<file path="src/rtl/osd_mam_wb_pkg.sv">
// Shared state encoding, Wishbone cycle-type constants and segment helper
// for the MAM-to-Wishbone burst bridge.
package osd_mam_wb_pkg;

    localparam int CNT_W = 14;

    typedef enum logic [2:0] {
        ST_IDLE    = 3'd0,
        ST_WR_DATA = 3'd1,
        ST_WR_BUS  = 3'd2,
        ST_RD_BUS  = 3'd3,
        ST_GAP     = 3'd4,
        ST_ERR     = 3'd5
    } state_e;

    localparam logic [2:0] CTI_CLASSIC = 3'b000;
    localparam logic [2:0] CTI_INCR    = 3'b010;
    localparam logic [2:0] CTI_END     = 3'b111;
    localparam logic [1:0] BTE_LINEAR  = 2'b00;

    // Length of the next bus segment: whatever is left, capped at the burst limit.
    function automatic logic [CNT_W-1:0] seg_len(input logic [CNT_W-1:0] remaining,
                                                 input logic [CNT_W-1:0] max_burst);
        return (remaining > max_burst) ? max_burst : remaining;
    endfunction

endpackage

</file>
<file path="src/rtl/osd_mam_rd_fifo.sv">
// Registered synchronous FIFO with valid/ready ports; accepts a push while
// full when the head is popped in the same cycle.
module osd_mam_rd_fifo #(
    parameter int WIDTH = 32,
    parameter int DEPTH = 4
) (
    input  logic                           clk_i,
    input  logic                           rst_ni,
    input  logic                           in_valid,
    output logic                           in_ready,
    input  logic [WIDTH-1:0]               in_data,
    output logic                           out_valid,
    input  logic                           out_ready,
    output logic [WIDTH-1:0]               out_data,
    output logic [$clog2(DEPTH+1)-1:0]     count
);

    localparam int PTR_W = $clog2(DEPTH);
    localparam int CNT_W = $clog2(DEPTH + 1);
    localparam logic [CNT_W-1:0] FULL_CNT = CNT_W'(DEPTH);

    logic [WIDTH-1:0] mem_q [DEPTH];
    logic [PTR_W-1:0] wr_ptr_q, wr_ptr_d;
    logic [PTR_W-1:0] rd_ptr_q, rd_ptr_d;
    logic [CNT_W-1:0] count_q, count_d;
    logic             push;
    logic             pop;

    assign out_valid = (count_q != '0);
    assign in_ready  = (count_q != FULL_CNT) || out_ready;
    assign push      = in_valid && in_ready;
    assign pop       = out_valid && out_ready;
    assign out_data  = mem_q[rd_ptr_q];
    assign count     = count_q;

    always_comb begin
        wr_ptr_d = wr_ptr_q + PTR_W'(push);
        rd_ptr_d = rd_ptr_q + PTR_W'(pop);
        count_d  = count_q + CNT_W'(push) - CNT_W'(pop);
    end

    always_ff @(posedge clk_i or negedge rst_ni) begin
        if (!rst_ni) begin
            wr_ptr_q <= '0;
            rd_ptr_q <= '0;
            count_q  <= '0;
        end else begin
            wr_ptr_q <= wr_ptr_d;
            rd_ptr_q <= rd_ptr_d;
            count_q  <= count_d;
        end
    end

    always_ff @(posedge clk_i) begin
        if (push) begin
            mem_q[wr_ptr_q] <= in_data;
        end
    end

endmodule

</file>
<file path="src/rtl/osd_mam_wb_burst_if.sv">
// MAM request/write/read streams to Wishbone B3 classic and incrementing-burst
// master, splitting long requests into segments of at most MAX_BURST beats.
module osd_mam_wb_burst_if
    import osd_mam_wb_pkg::*;
#(
    parameter int DATA_WIDTH    = 32,
    parameter int ADDR_WIDTH    = 32,
    parameter int MAX_BURST     = 16,
    parameter int RD_FIFO_DEPTH = 4
) (
    input  logic                    clk_i,
    input  logic                    rst_ni,
    input  logic                    req_valid,
    output logic                    req_ready,
    input  logic                    req_rw,
    input  logic [ADDR_WIDTH-1:0]   req_addr,
    input  logic                    req_burst,
    input  logic [13:0]             req_beats,
    input  logic                    write_valid,
    output logic                    write_ready,
    input  logic [DATA_WIDTH-1:0]   write_data,
    input  logic [DATA_WIDTH/8-1:0] write_strb,
    output logic                    read_valid,
    input  logic                    read_ready,
    output logic [DATA_WIDTH-1:0]   read_data,
    output logic                    err_o,
    output logic                    cyc_o,
    output logic                    stb_o,
    output logic                    we_o,
    output logic [ADDR_WIDTH-1:0]   addr_o,
    output logic [DATA_WIDTH-1:0]   dat_o,
    output logic [DATA_WIDTH/8-1:0] sel_o,
    output logic [2:0]              cti_o,
    output logic [1:0]              bte_o,
    input  logic [DATA_WIDTH-1:0]   dat_i,
    input  logic                    ack_i,
    input  logic                    err_i,
    output logic [2:0]              dbg_state_o
);

    // All MAM-side streams transfer exactly on a rising clk_i edge where
    // valid && ready; valid never waits on ready, ready is driven from flops.

    localparam int SEL_W   = DATA_WIDTH / 8;
    localparam int FIFO_CW = $clog2(RD_FIFO_DEPTH + 1);
    localparam logic [CNT_W-1:0]      MAX_SEG   = CNT_W'(MAX_BURST);
    localparam logic [ADDR_WIDTH-1:0] ADDR_STEP = ADDR_WIDTH'(SEL_W);
    localparam logic [FIFO_CW-1:0]    FIFO_FULL = FIFO_CW'(RD_FIFO_DEPTH);

    state_e                  state_q, state_d;
    logic [ADDR_WIDTH-1:0]   addr_q, addr_d;
    logic [DATA_WIDTH-1:0]   dat_q, dat_d;
    logic [SEL_W-1:0]        sel_q, sel_d;
    logic [CNT_W-1:0]        rem_q, rem_d;
    logic [CNT_W-1:0]        seg_q, seg_d;
    logic                    rw_q, rw_d;
    logic                    single_q, single_d;
    logic                    cyc_q, cyc_d;
    logic                    err_q, err_d;
    logic                    run_q;

    logic                    stb;
    logic                    bus_ack;
    logic                    bus_err;
    logic [CNT_W-1:0]        req_rem;
    logic                    fifo_push;
    logic                    fifo_push_ready;
    logic [DATA_WIDTH-1:0]   fifo_push_data;
    logic [FIFO_CW-1:0]      fifo_count;

    // Requests wait for the read FIFO to drain so responses never interleave.
    assign req_ready   = run_q && (state_q == ST_IDLE) && (fifo_count == '0);
    assign write_ready = (state_q == ST_WR_DATA) ||
                         ((state_q == ST_ERR) && rw_q && (rem_q != '0));
    assign stb         = (state_q == ST_WR_BUS) ||
                         ((state_q == ST_RD_BUS) && (fifo_count < FIFO_FULL));
    assign bus_err     = stb && err_i;
    assign bus_ack     = stb && ack_i && !err_i;
    assign req_rem     = !req_burst ? CNT_W'(1) :
                         ((req_beats == 14'd0) ? CNT_W'(1) : req_beats);

    always_comb begin
        state_d        = state_q;
        addr_d         = addr_q;
        dat_d          = dat_q;
        sel_d          = sel_q;
        rem_d          = rem_q;
        seg_d          = seg_q;
        rw_d           = rw_q;
        single_d       = single_q;
        cyc_d          = cyc_q;
        err_d          = err_q;
        fifo_push      = 1'b0;
        fifo_push_data = dat_i;

        case (state_q)
            ST_IDLE: begin
                if (req_valid && req_ready) begin
                    addr_d   = req_addr;
                    rw_d     = req_rw;
                    single_d = !req_burst;
                    rem_d    = req_rem;
                    seg_d    = seg_len(req_rem, MAX_SEG);
                    sel_d    = '1;
                    err_d    = 1'b0;
                    if (req_rw) begin
                        state_d = ST_WR_DATA;
                    end else begin
                        state_d = ST_RD_BUS;
                        cyc_d   = 1'b1;
                    end
                end
            end

            ST_WR_DATA: begin
                if (write_valid) begin
                    dat_d   = write_data;
                    sel_d   = single_q ? write_strb : '1;
                    cyc_d   = 1'b1;
                    state_d = ST_WR_BUS;
                end
            end

            ST_WR_BUS, ST_RD_BUS: begin
                fifo_push = bus_ack && !rw_q;
                if (bus_err) begin
                    // A failed write beat already consumed its data; a failed
                    // read beat is still owed to the MAM as a zero.
                    err_d   = 1'b1;
                    cyc_d   = 1'b0;
                    state_d = ST_ERR;
                    if (rw_q) begin
                        rem_d = rem_q - CNT_W'(1);
                    end
                end else if (bus_ack) begin
                    addr_d = addr_q + ADDR_STEP;
                    rem_d  = rem_q - CNT_W'(1);
                    seg_d  = seg_q - CNT_W'(1);
                    if (rem_q == CNT_W'(1)) begin
                        cyc_d   = 1'b0;
                        state_d = ST_IDLE;
                    end else if (seg_q == CNT_W'(1)) begin
                        cyc_d   = 1'b0;
                        state_d = ST_GAP;
                    end else if (rw_q) begin
                        state_d = ST_WR_DATA;
                    end
                end
            end

            ST_GAP: begin
                seg_d = seg_len(rem_q, MAX_SEG);
                if (rw_q) begin
                    state_d = ST_WR_DATA;
                end else begin
                    cyc_d   = 1'b1;
                    state_d = ST_RD_BUS;
                end
            end

            ST_ERR: begin
                if (rem_q == '0) begin
                    state_d = ST_IDLE;
                end else if (rw_q) begin
                    if (write_valid) begin
                        rem_d = rem_q - CNT_W'(1);
                        if (rem_q == CNT_W'(1)) begin
                            state_d = ST_IDLE;
                        end
                    end
                end else begin
                    fifo_push      = 1'b1;
                    fifo_push_data = '0;
                    if (fifo_push_ready) begin
                        rem_d = rem_q - CNT_W'(1);
                        if (rem_q == CNT_W'(1)) begin
                            state_d = ST_IDLE;
                        end
                    end
                end
            end

            default: begin
                cyc_d   = 1'b0;
                state_d = ST_IDLE;
            end
        endcase
    end

    always_ff @(posedge clk_i or negedge rst_ni) begin
        if (!rst_ni) begin
            state_q  <= ST_IDLE;
            addr_q   <= '0;
            dat_q    <= '0;
            sel_q    <= '1;
            rem_q    <= '0;
            seg_q    <= '0;
            rw_q     <= 1'b0;
            single_q <= 1'b0;
            cyc_q    <= 1'b0;
            err_q    <= 1'b0;
            run_q    <= 1'b0;
        end else begin
            state_q  <= state_d;
            addr_q   <= addr_d;
            dat_q    <= dat_d;
            sel_q    <= sel_d;
            rem_q    <= rem_d;
            seg_q    <= seg_d;
            rw_q     <= rw_d;
            single_q <= single_d;
            cyc_q    <= cyc_d;
            err_q    <= err_d;
            run_q    <= 1'b1;
        end
    end

    osd_mam_rd_fifo #(
        .WIDTH (DATA_WIDTH),
        .DEPTH (RD_FIFO_DEPTH)
    ) u_rd_fifo (
        .clk_i     (clk_i),
        .rst_ni    (rst_ni),
        .in_valid  (fifo_push),
        .in_ready  (fifo_push_ready),
        .in_data   (fifo_push_data),
        .out_valid (read_valid),
        .out_ready (read_ready),
        .out_data  (read_data),
        .count     (fifo_count)
    );

    assign cyc_o       = cyc_q;
    assign stb_o       = stb;
    assign we_o        = cyc_q && rw_q;
    assign addr_o      = addr_q;
    assign dat_o       = dat_q;
    assign sel_o       = sel_q;
    assign cti_o       = !cyc_q ? CTI_CLASSIC :
                         ((seg_q == CNT_W'(1)) ? CTI_END : CTI_INCR);
    assign bte_o       = BTE_LINEAR;
    assign err_o       = err_q;
    assign dbg_state_o = state_q;

endmodule

</file>
<file path="config.mk">
export PLATFORM = sky130hd
export DESIGN_NAME = osd_mam_wb_burst_if
export DESIGN_NICKNAME = d
export VERILOG_FILES = /design/src/rtl/osd_mam_wb_pkg.sv /design/src/rtl/osd_mam_rd_fifo.sv /design/src/rtl/osd_mam_wb_burst_if.sv
export SDC_FILE = /design/constraint.sdc
export NUM_CORES = 1
export LEC_CHECK = 0
export BUFFER_PORTS_ARGS = -buffer_cell sky130_fd_sc_hd__buf_4
export CORE_UTILIZATION = 55
export DETAILED_ROUTE_END_ITERATION = 6
export HOLD_SLACK_MARGIN = 0.05
export PLACE_DENSITY = 0.82
export SYNTH_ARGS = -nofsm -noshare
export SYNTH_HDL_FRONTEND = slang
export SYNTH_SLANG_ARGS = --single-unit
export TNS_END_PERCENT = 50
</file>
<file path="constraint.sdc">
create_clock -name clk_i -period 6.3 [get_ports clk_i]
set_clock_uncertainty 0.2 [all_clocks]
set_input_delay 1.26 -clock clk_i [delete_from_list [all_inputs] [get_ports clk_i]]
set_output_delay 1.26 -clock clk_i [all_outputs]
set_load 0.02 [all_outputs]
</file>
==> flow_summary.json <==
{
  "initial_utilization_pct": 56.8,
  "hold_viol_final": 0,
  "drt_iter0_drc": 641,
  "synthFlopType": "edfxtp_1",
  "drt_wl_total_microns": 27400,
  "detail_route.vias_per_cell": 6.04,
  "cts-root-buf": "clkbuf_16",
  "die_x_microns": 144,
  "placed_cells": 1338,
  "reg2reg_depth": 10,
  "async_flop_share_pct": 46.4,
  "cts_tree": "built",
  "cts_buffers": 25,
  "required_ps": 4840,
  "critical_path.cell_chain": "buf_4, mux4_2, buf_4",
  "path_class": "reg2out",
  "antenna_found_initial": 0,
  "crit_top_cell": "buf_4",
  "syn_to_final_growth_pct": 25.5,
  "die_area_sq_um": 20900,
  "cts_buffer_depth": 3,
  "synth_top_cell_area_share_pct": 34.4,
  "post-cts-setup-buffer-count": 0,
  "p_leak_uw": 0.00562,
  "synth.most_common_cell": "edfxtp_1",
  "h-tree-depth": 1,
  "worst_skew_pair.late_latency_ps": 520,
  "worstPathArrival_ps": 2370,
  "post-route-period-util_pct": 60.8,
  "netlist_area_sq_um": 11200,
  "slowest_delay_ps": 620,
  "gp_congestion": 0.897,
  "ctsResizeCount": 0,
  "port_buffers": 235,
  "min_path_cells": 2,
  "hold_path_class": "reg2reg",
  "grt_pass1_vias": 8335,
  "antenna_cells": 0,
  "synth.largest_area_cell": "edfxtp_1",
  "yosys-top-cells-area": "edfxtp_1, dfrtp_1, mux4_2, mux2_2, nor2b_1",
  "setup_tns_ps": 0,
  "rsz0062_at_grt": "no",
  "drive_gt1_share_pct": 34.0,
  "period_needed_ps": 3830,
  "ant_nets": 0,
  "worst_slack_ps": 2470,
  "ios": 238,
  "cellPowerDensity_nw_per_um2": 488,
  "synth-edff-count": 128,
  "status": "completed",
  "grt_usage_pct": 26.5,
  "fin_cells": 1384,
  "cp.buffers_inverters": 2,
  "num_vias": 8362,
  "clk_pin_slew_worst_paths_ps": 60,
  "cp-end-kind": "output port",
  "slowest_stage": "mux4_2",
  "design.core.area_sq_um": 19700,
  "synth_cells": 884,
  "grt_max_degree": 61,
  "register_area_sq_um": 6630,
  "postCtsHoldBufs": 0,
  "dp_slack_ps": 2350,
  "ys_top_cells_by_count": "edfxtp_1, dfrtp_1, nand2_1, nor2_1, a21oi_1",
  "synth.distinct_cells": 74,
  "dieHeight_microns": 144,
  "grt_pass1_wl_microns": 42600,
  "yosysWarnings": 0,
  "fp-row-count": 51,
  "grt_overflow_total": 0,
  "final_nets": 1234,
  "drc": 0,
  "crit_fanout": 25,
  "drv_cap": 0,
  "r2r_slack_ps": 2790,
  "slew_violations": 0,
  "fmax_mhz": 261,
  "synth_area_per_cell_sq_um": 12.6,
  "startpoint_type": "flip-flop",
  "yosys_register_bits": 239,
  "slew_headroom_pct": 24.5,
  "numClockSinks": 239,
  "setup_viol": 0,
  "finalPower_uw": 6840,
  "holdPathEnd": "addr_o[1]",
  "worstHoldStart": "addr_o[1]",
  "dr.pass1.iters": 6,
  "multiInputGateArea_sq_um": 4200,
  "irDropWorstVdd_uv": 384,
  "worst_slew_pin_slew_ps": 1130,
  "r2r-start": "dbg_state_o[1]",
  "wl_per_cell_microns": 19.8,
  "reg2reg_to": "u_rd_fifo.count[2]",
  "dp_hpwl_microns": 18300,
  "yosysSeqAreaShare_pct": 59.4,
  "critPathTopFamily": "buffers and inverters",
  "fillerInstances": 1398
}
==> layout by cell type (no fill, tap or decap), types with 14 or more instances in the layout <==
cell type / instances
nand4_1: 14
mux4_2: 32
o21ai_0: 46
dfrtp_1: 106
a21oi_1: 48
buf_4: 247
nand2_1: 49
nor3_1: 18
mux2_2: 32
nor2_1: 48
nor2b_1: 38
and3_1: 19
nand3_1: 26
clkbuf_16: 26
a31oi_1: 15
edfxtp_1: 128
inv_1: 23
==> area by class of cell <==
cell class	count	area share, %
Clock buffer	30	4.75
Sequential cell	239	47.3
Multi-Input combinational cell	564	30.0
Timing Repair Buffer	247	13.2
Tap cell	265	2.37
Inverter	23	0.616
Clock inverter	16	1.75
==> logic make-up (layout without fill, tap and decap cells) <==
group	after synthesis	in the layout	synth area share, %
xor gates and xnor gates	5	5	0.392
AOI/OAI and AO/OA	197	197	11.3
other	2	3	0.0673
adders and majority gates	11	11	1.30
buffers and inverters	82	316	3.33
muxes	66	66	9.91
DFF	239	239	59.4
and+or+nand+nor	282	282	14.4
==> metrics by stage <==
step / instance area [sq um] / hold slack (ps) / util [%]
6_report: 14000 / 275 / 71.3
5_1_grt: 14000 / 305 / 71.3
4_1_cts: 14000 / 277 / 71.3
3_5_place_dp: 13100 / 266 / 66.6
3_3_place_gp: 13100 / 253 / 66.6
2_1_floorplan: 11200 / 239 / -
==> layer usage <==
| layer | up-vias | part of all wire [%] | track usage [%] |
|---|---|---|---|
| li1 | 3803 | - | - |
| met1 | 4096 | 39 | 33.1 |
| met2 | 401 | 51 | 46.8 |
| met3 | 62 | 7.5 | 4.77 |
| met4 | 0 | 2.9 | 8.14 |
| met5 | - | 0 | 0 |
==> registers in the layout (all words and copies together) (netlist names), 2 cells and up <==
| register | flops |
|---|---|
| addr_o | 32 |
| dat_o | 32 |
| dbg_state_o | 3 |
| rem_q | 14 |
| seg_q | 14 |
| sel_o | 4 |
| u_rd_fifo.count | 3 |
| u_rd_fifo.mem_q | 128 |
| u_rd_fifo.rd_ptr_q | 2 |
| u_rd_fifo.wr_ptr_q | 2 |
==> power breakdown <==
part	internal [uW]	leakage [uW]	switching, uW	total [uW]
sequential	2010	0.00248	432	2440
combinational	1230	0.00271	1560	2790
clock	1000	0.000437	601	1610
==> worst max path at each step <==
stage	start	cells past startpoint	slack, ps	endpoint
after global routing	u_rd_fifo.rd_ptr_q[0]	3	2320	read_data[7]
after detailed placement	err_i	10	2350	u_rd_fifo.count[2]
after CTS	u_rd_fifo.rd_ptr_q[0]	3	2420	read_data[7]
final	u_rd_fifo.rd_ptr_q[0]	3	2470	read_data[7]
after global placement	err_i	10	2390	u_rd_fifo.count[2]
after floorplan	ack_i	4	1080	u_rd_fifo.mem_q[1][0]
==> worst register-to-register path, stage by stage (launching register included) <==
cell and delay, ps:
dfrtp_1 630, nor2b_4 240, buf_4 490, nor2_2 300, a2111o_1 560, inv_1 140, ha_1 160, inv_1 50
fa_1 370, xnor2_1 150, xnor2_1 130
No activity file was read; power rests on OpenSTA's default activity.
